File: src/rtl/mem_port_arbiter.sv
// Shares one single-ported memory between instruction fetch and data access.
// One transaction in flight at a time; responses are routed back to whichever side owns it.
module mem_port_arbiter #(
    parameter int DATA_WIDTH      = 32,
    parameter int ADDR_WIDTH      = 32,
    parameter int MAX_DATA_STREAK = 4
) (
    input  logic                    clk,
    input  logic                    arst,
    input  logic                    if_req,
    input  logic [ADDR_WIDTH-1:0]   if_addr,
    input  logic                    if_flush,
    output logic                    if_gnt,
    output logic                    if_rvalid,
    output logic [DATA_WIDTH-1:0]   if_rdata,
    input  logic                    dm_req,
    input  logic                    dm_we,
    input  logic [DATA_WIDTH/8-1:0] dm_be,
    input  logic [ADDR_WIDTH-1:0]   dm_addr,
    input  logic [DATA_WIDTH-1:0]   dm_wdata,
    output logic                    dm_gnt,
    output logic                    dm_rvalid,
    output logic [DATA_WIDTH-1:0]   dm_rdata,
    output logic                    mem_req,
    output logic                    mem_we,
    output logic [DATA_WIDTH/8-1:0] mem_be,
    output logic [ADDR_WIDTH-1:0]   mem_addr,
    output logic [DATA_WIDTH-1:0]   mem_wdata,
    input  logic                    mem_gnt,
    input  logic                    mem_rvalid,
    input  logic [DATA_WIDTH-1:0]   mem_rdata,
    output logic                    busy,
    output logic [1:0]              o_dbg_state
);
    localparam int SW = $clog2(MAX_DATA_STREAK + 1);
    localparam logic [SW-1:0] STREAK_MAX = SW'(MAX_DATA_STREAK);

    typedef enum logic [1:0] {
        S_IDLE = 2'd0,
        S_REQ  = 2'd1,
        S_RESP = 2'd2
    } state_t;

    state_t                  r_state;
    state_t                  w_next;
    logic [SW-1:0]           r_streak;
    logic                    r_owner_if;
    logic                    r_drop;
    logic                    r_mem_we;
    logic [DATA_WIDTH/8-1:0] r_mem_be;
    logic [ADDR_WIDTH-1:0]   r_mem_addr;
    logic [DATA_WIDTH-1:0]   r_mem_wdata;
    logic                    r_if_rvalid;
    logic                    r_dm_rvalid;
    logic [DATA_WIDTH-1:0]   r_if_rdata;
    logic [DATA_WIDTH-1:0]   r_dm_rdata;

    logic w_if_eff;
    logic w_fetch_wins;
    logic w_gnt_if;
    logic w_gnt_dm;

    // Grants are combinational from IDLE; gating with arst keeps every output low while reset is held.
    always_comb begin
        w_if_eff     = if_req & ~if_flush;
        w_fetch_wins = w_if_eff & (~dm_req | (r_streak == STREAK_MAX));
        w_gnt_if     = (r_state == S_IDLE) & ~arst & w_fetch_wins;
        w_gnt_dm     = (r_state == S_IDLE) & ~arst & dm_req & ~w_fetch_wins;
    end

    always_comb begin
        w_next = r_state;
        case (r_state)
            S_IDLE:  if (w_gnt_if | w_gnt_dm) w_next = S_REQ;
            S_REQ:   if (mem_gnt)             w_next = S_RESP;
            S_RESP:  if (mem_rvalid)          w_next = S_IDLE;
            default:                          w_next = S_IDLE;
        endcase
    end

    always_ff @(posedge clk or posedge arst) begin
        if (arst) begin
            r_state     <= S_IDLE;
            r_streak    <= '0;
            r_owner_if  <= 1'b0;
            r_drop      <= 1'b0;
            r_mem_we    <= 1'b0;
            r_mem_be    <= '0;
            r_mem_addr  <= '0;
            r_mem_wdata <= '0;
            r_if_rvalid <= 1'b0;
            r_dm_rvalid <= 1'b0;
            r_if_rdata  <= '0;
            r_dm_rdata  <= '0;
        end else begin
            r_state     <= w_next;
            r_if_rvalid <= 1'b0;
            r_dm_rvalid <= 1'b0;
            case (r_state)
                S_IDLE: begin
                    r_drop <= 1'b0;
                    if (w_gnt_if) begin
                        r_owner_if  <= 1'b1;
                        r_mem_we    <= 1'b0;
                        r_mem_be    <= '1;
                        r_mem_addr  <= if_addr;
                        r_mem_wdata <= '0;
                        r_streak    <= '0;
                    end else begin
                        if (w_gnt_dm) begin
                            r_owner_if  <= 1'b0;
                            r_mem_we    <= dm_we;
                            r_mem_be    <= dm_be;
                            r_mem_addr  <= dm_addr;
                            r_mem_wdata <= dm_wdata;
                        end
                        // Streak only grows while fetch is actually being held off.
                        if (!w_if_eff)
                            r_streak <= '0;
                        else if (w_gnt_dm && (r_streak != STREAK_MAX))
                            r_streak <= r_streak + SW'(1);
                    end
                end
                S_REQ: begin
                    if (r_owner_if && if_flush) r_drop <= 1'b1;
                end
                S_RESP: begin
                    if (mem_rvalid) begin
                        r_drop <= 1'b0;
                        if (r_owner_if) begin
                            if (!(r_drop || if_flush)) begin
                                r_if_rvalid <= 1'b1;
                                r_if_rdata  <= mem_rdata;
                            end
                        end else begin
                            r_dm_rvalid <= 1'b1;
                            r_dm_rdata  <= mem_rdata;
                        end
                    end else if (r_owner_if && if_flush) begin
                        r_drop <= 1'b1;
                    end
                end
                default: ;
            endcase
        end
    end

    assign if_gnt      = w_gnt_if;
    assign dm_gnt      = w_gnt_dm;
    assign if_rvalid   = r_if_rvalid;
    assign if_rdata    = r_if_rdata;
    assign dm_rvalid   = r_dm_rvalid;
    assign dm_rdata    = r_dm_rdata;
    assign mem_req     = (r_state == S_REQ);
    assign mem_we      = r_mem_we;
    assign mem_be      = r_mem_be;
    assign mem_addr    = r_mem_addr;
    assign mem_wdata   = r_mem_wdata;
    assign busy        = (r_state != S_IDLE);
    assign o_dbg_state = r_state;
endmodule

File: config.mk
export PLATFORM = sky130hd
export DESIGN_NAME = mem_port_arbiter
export DESIGN_NICKNAME = d
export VERILOG_FILES = /design/src/rtl/mem_port_arbiter.sv
export SDC_FILE = /design/constraint.sdc
export NUM_CORES = 1
export LEC_CHECK = 0
export ABC_AREA = 1
export BUFFER_PORTS_ARGS = -buffer_cell sky130_fd_sc_hd__clkbuf_2
export CAP_MARGIN = 20
export CORE_ASPECT_RATIO = 0.5
export CORE_MARGIN = 2
export CORE_UTILIZATION = 41
export DETAILED_ROUTE_END_ITERATION = 8
export GPL_TIMING_DRIVEN = 0
export PLACE_DENSITY = 0.74
export SLEW_MARGIN = 20
export SYNTH_ARGS = -nofsm -noshare
export SYNTH_HDL_FRONTEND = slang
export SYNTH_SLANG_ARGS = --single-unit
File: constraint.sdc
create_clock -name clk -period 5 [get_ports clk]
set_clock_uncertainty 0.05 [all_clocks]
set_input_delay 1 -clock clk [delete_from_list [all_inputs] [get_ports clk]]
set_output_delay 1 -clock clk [all_outputs]
set_load 0.005 [all_outputs]
==> metrics.yaml, run 1 <==
postCtsSetupRepairBufs: 0
crit_family: "buffers and inverters"
boundaryPins: 281
netlist_instances: 642
ys_warn_count: 0
antenna_found_initial: 0
cp-end-kind: "output port"
cts.sinks: 142
hp-class: "flip-flop to flip-flop"
grt_remaining_overflow: 0
fp.dieH_um: 89.6
fin_cells: 1153
coreArea_um2: 14400
place_inst: 1121
grt_pass1_wl_um: 25800
antenna_cells: 0
setup_slack_ns: 1.55
fin_crit_ns: 3.45
die_x_um: 175
cts_made_buffers: 17
drt_iter0_drc: 288
hold_violations: 0
cpPeakStageDelay_ns: 0.32
avgSynthCellArea_um2: 9.35
status: "finished, final reports clean"
synth.yosys.seq_area_share_pct: 59.2
maxSlewHeadroom_pct: 67.8
synth.top_cell.area_share_pct: 59.2
final_nets: 1089
ctsResizeCount: 0
leakage_nw: 4.56
crit_top_cell: "clkbuf_2"
synth_nets: 789
worstPathArrival_ns: 2.40
ys_ff_latch: 142
rsz0062_at_grt: "false"
slew_violations: 0
cp.depth: 6
rows: 31
start_kind: "input port"
grt_pass1_vias: 5161
final-setup-viol-count: 0
crit_required_ns: 3.95
ant_nets: 0
cts_buffer_depth: 2
clk_pin_slew_ns: 0.06
path_class: "input port to output port"
path_cells: "clkbuf_2, inv_8, nand3_4, a21oi_4, buf_2, clkbuf_2"
start_util_pct: 41.7
whs_path_depth: 2
final_cell_mix: "281 x clkbuf_2, 151 x nand2_1, 142 x dfrtp_1"
hpwl_um: 12500
synthTopCellsByArea: "dfrtp_1 59%, nand2_1 9.4%, nand3_1 6.2%, o21ai_0 4.9%, inv_1 4.6%"
maxCapViolCount: 0
critical_path.max_fanout: 60
htreeDepth: 4
final_common_cell: "clkbuf_2"
die_area_um2: 15700
syn_to_final_growth_pct: 38.0
crit_path_top_delay_cell: "inv_8"
cts_tree: "built"
cts-root-buf: "clkbuf_16"
gp_congestion: 0.797
reg2regPathDepth: 7
vias: 5487
avgRoutedWirePerCell_um: 14.5
grt_usage_pct: 20.9
synth_cell_type_count: 26
grt_max_degree: 86
port_buffers: 280
peakVddDrop_v: 0.000195
pre_cts_ws_ns: 1.47
wirelength_um: 16700
period_share_pct: 68.9
drc: 0
timing.fmax_mhz: 290
critPathBufInv: 4
clk_latency_ns: 0.40
worst_pin_slew_ns: 0.483
cellPowerDensity_nw_per_um2: 568
drive_gt1_share_pct: 37.4
yosys.area.top_type: "dfrtp_1"
viasPerCell: 4.76
dr.pass1.iters: 4
synth_area_um2: 6000
hold_buffers: 0
[worst min-delay path: cells and delay by family, from the launching register on]
family             cells  cell delay, ns
and+or+nand+nor        1            0.05
DFF                    1            0.34
AOI/OAI and AO/OA      1            0.05
[metal layers]
| metal | global-route usage (%) | share of wire (%) | up-vias |
|---|---|---|---|
| met5 | 0 | 0 | - |
| met4 | 6.97 | 0.97 | 0 |
| met3 | 4.29 | 5.3 | 12 |
| met2 | 36.9 | 52 | 163 |
| met1 | 26.3 | 42 | 2660 |
| li1 | - | - | 2652 |
[final timing paths]
check,endpoint,startpoint,slack (ns)
worst max-delay path,dm_gnt,arst,1.55
worst min-delay path,dm_rdata[26]$_DFFE_PP0P_,dm_rdata[26]$_DFFE_PP0P_,0.43
worst max register to register,dm_rdata[24]$_DFFE_PP0P_,o_dbg_state[0]$_DFFE_PP0P_,3.12
worst min register to register,dm_rdata[26]$_DFFE_PP0P_,dm_rdata[26]$_DFFE_PP0P_,0.43
max in group asynchronous,dm_rdata[10]$_DFFE_PP0P_,arst,3.56
min in group asynchronous,o_dbg_state[0]$_DFFE_PP0P_,arst,0.60
[report_power, final]
part	switching (mW)	internal, mW
clock network	0.538	0.755
registers	0.288	1.65
logic	0.770	0.710
[state kept, by name, summed over array words and instances, names as in the netlist]
name and count:
dm_rdata 32, dm_rvalid 1, if_rdata 32, if_rvalid 1
mem_addr 32, mem_be 4, mem_wdata 32, mem_we 1
o_dbg_state 2, r_drop 1, r_owner_if 1, r_streak 3
[layout make-up]
type,instances,area [um^2]
inverter,82,315
fill,1292,6100
clock buffer,17,425
tap,198,248
clock inverter,15,175
timing repair buffer,281,1430
sequential,142,3550
buffer,38,204
multi-input combinational,380,1940
[Yosys cell counts (all sizes together)]
library cell,count
nor3,2
nand3,76
o211ai,33
buf,29
a21oi,2
inv,82
or2,33
nand2,151
ha,7
nor2,6
clkbuf,9
xnor2,1
o21ai,69
dfrtp,142
[metrics by stage]
stage	util, %	hold WS, ns	TNS (ns)	power [mW]	cell area (um^2)
floorplan	-	0.426	0	2.64	6000
global placement	53.2	0.417	-0.807	3.37	7650
detailed placement	53.4	0.422	0	3.45	7690
CTS	57.6	0.437	0	4.76	8290
global route	57.6	0.458	0	5.06	8290
finish	57.6	0.433	0	4.71	8290
[logic make-up after synthesis]
kind of cell | Yosys count | synth area share (%)
simple gates | 268 | 20.1
compound gates | 104 | 10.6
xor+xnor | 1 | 0.146
fa+ha+maj | 7 | 1.46
flops | 142 | 59.2
buf+inv | 120 | 8.52
(Power assumes the default switching activity.)
==> run 2, diff against run 1 <==
--- a/config.mk
+++ b/config.mk
@@ -13,7 +13,7 @@
 export CORE_UTILIZATION = 41
 export DETAILED_ROUTE_END_ITERATION = 8
 export GPL_TIMING_DRIVEN = 0
-export PLACE_DENSITY = 0.74
+export PLACE_DENSITY = 0.77
 export SLEW_MARGIN = 20
 export SYNTH_ARGS = -nofsm -noshare
 export SYNTH_HDL_FRONTEND = slang
==> constraint.sdc (replaced) <==
create_clock -name clk -period 3 [get_ports clk]
set_clock_uncertainty 0.05 [all_clocks]
set_input_delay 0.6 -clock clk [delete_from_list [all_inputs] [get_ports clk]]
set_output_delay 0.6 -clock clk [all_outputs]
set_load 0.005 [all_outputs]
==> metrics.yaml, run 2 (synthesis results as in run 1) <==
start_kind: "flip-flop"
cpPeakStageDelay_ns: 0.43
path_cells: "inv_1, ha_1, nand3_4, a21oi_4, buf_2, clkbuf_2"
ant_nets: 0
port_buffers: 280
slew_violations: 0
layout.area.seq_um2: 3550
die_x_um: 175
crit_required_ns: 2.35
cts-root-buf: "clkbuf_16"
fin_cells: 1153
htreeDepth: 4
hold_buffers: 0
grt_remaining_overflow: 0
cts_tree: "built"
start_util_pct: 41.7
ctsResizeCount: 0
dr.pass1.iters: 5
postCtsSetupRepairBufs: 0
maxSlewHeadroom_pct: 66.1
peakVddDrop_v: 0.000435
timing.fmax_mhz: 360
hpwl_um: 12500
coreArea_um2: 14400
cp-end-kind: "output port"
placed_area_um2: 7690
final_common_cell: "clkbuf_2"
avgRoutedWirePerCell_um: 14.6
period_share_pct: 92.5
leakage_nw: 4.56
final_nets: 1089
cts_made_buffers: 17
rsz0062_at_grt: "false"
reg2reg_setup_slack_ns: 1.10
status: "finished, final reports clean"
critPathBufInv: 3
worstReg2RegEnd: "dm_rdata[23]$_DFFE_PP0P_"
hold_violations: 0
viasPerCell: 4.73
r2r-start: "o_dbg_state[0]$_DFFE_PP0P_"
drt_iter0_drc: 319
hp-class: "input port to asynchronous set/reset pin"
die_area_um2: 15700
syn_to_final_growth_pct: 37.9
clk_pin_slew_ns: 0.06
multi_input_area_um2: 1940
grt_max_degree: 75
rows: 31
grt_usage_pct: 21.0
clk_latency_ns: 0.41
final_area_um2: 8280
drc: 0
final-setup-viol-count: 0
vias: 5454
reg2regPathDepth: 7
worst_pin_slew_ns: 0.509
grt_pass1_wl_um: 25800
finalCoreUtilization_pct: 57.5
maxCapViolCount: 0
cellPowerDensity_nw_per_um2: 942
crit_family: "buffers and inverters"
cts.sinks: 142
wirelength_um: 16800
grt_pass1_vias: 5262
place_inst: 1121
boundaryPins: 281
cts_buffer_depth: 2
antenna_found_initial: 0
antenna_cells: 0
cp.depth: 6
critical_path.max_fanout: 10
gp_congestion: 0.755
worstPathArrival_ns: 2.12
fin_crit_ns: 2.77
fp.dieH_um: 89.6
path_class: "flip-flop to output port"
final_cell_mix: "281 x clkbuf_2, 151 x nand2_1, 142 x dfrtp_1"
crit_path_top_delay_cell: "dfrtp_1"
drive_gt1_share_pct: 37.4
fillers: 1265
run 2: cell count changes in the layout (fill, tap and decap cells not counted):
cell,delta
inv_8,+3
bufinv_16,-1
inv_6,-3
clkinv_4,+4
clkinvlp_4,-3
run 2: worst max path at each step:
stage / startpoint / endpoint / slack (ns)
after floorplan: arst / dm_gnt / 0.06
after global routing: o_dbg_state[0]$_DFFE_PP0P_ / dm_gnt / 0.07
after CTS: arst / dm_gnt / 0.20
final: o_dbg_state[0]$_DFFE_PP0P_ / dm_gnt / 0.23
after detailed placement: arst / dm_gnt / 0.21
after global placement: arst / dm_gnt / -0.89
run 2: per-stage QoR:
step	setup TNS (ns)	hold WS, ns	setup WS, ns	power, mW
finish	0	0.209	0.226	7.80
global route	0	0.260	0.0735	8.35
CTS	0	0.246	0.204	7.88
detailed placement	0	0.422	0.214	5.73
global placement	-24.20	0.418	-0.893	5.62
floorplan	0	0.426	0.0560	4.40
run 2: final cells by class:
cell class	instances	area share (%)
Clock inverter	15	1.99
Sequential cell	142	42.9
Tap cell	198	2.99
Inverter	82	3.81
Multi-Input combinational cell	380	23.4
Timing Repair Buffer	281	17.3
Clock buffer	17	5.14
Buffer	38	2.46
run 2: power breakdown:
part,leakage [nW],internal (mW),switching (mW),total [mW]
registers,1.78,2.74,0.483,3.22
clock network,0.293,1.19,0.921,2.11
logic,2.49,1.18,1.28,2.47
run 2: layer usage:
layer / track usage [%] / up-vias / part of all wire, %
met5: 0 / - / 0
met4: 7.73 / 0 / 2.1
met3: 4.63 / 29 / 4.8
met2: 35.7 / 169 / 50
met1: 27.2 / 2598 / 43
li1: - / 2658 / -
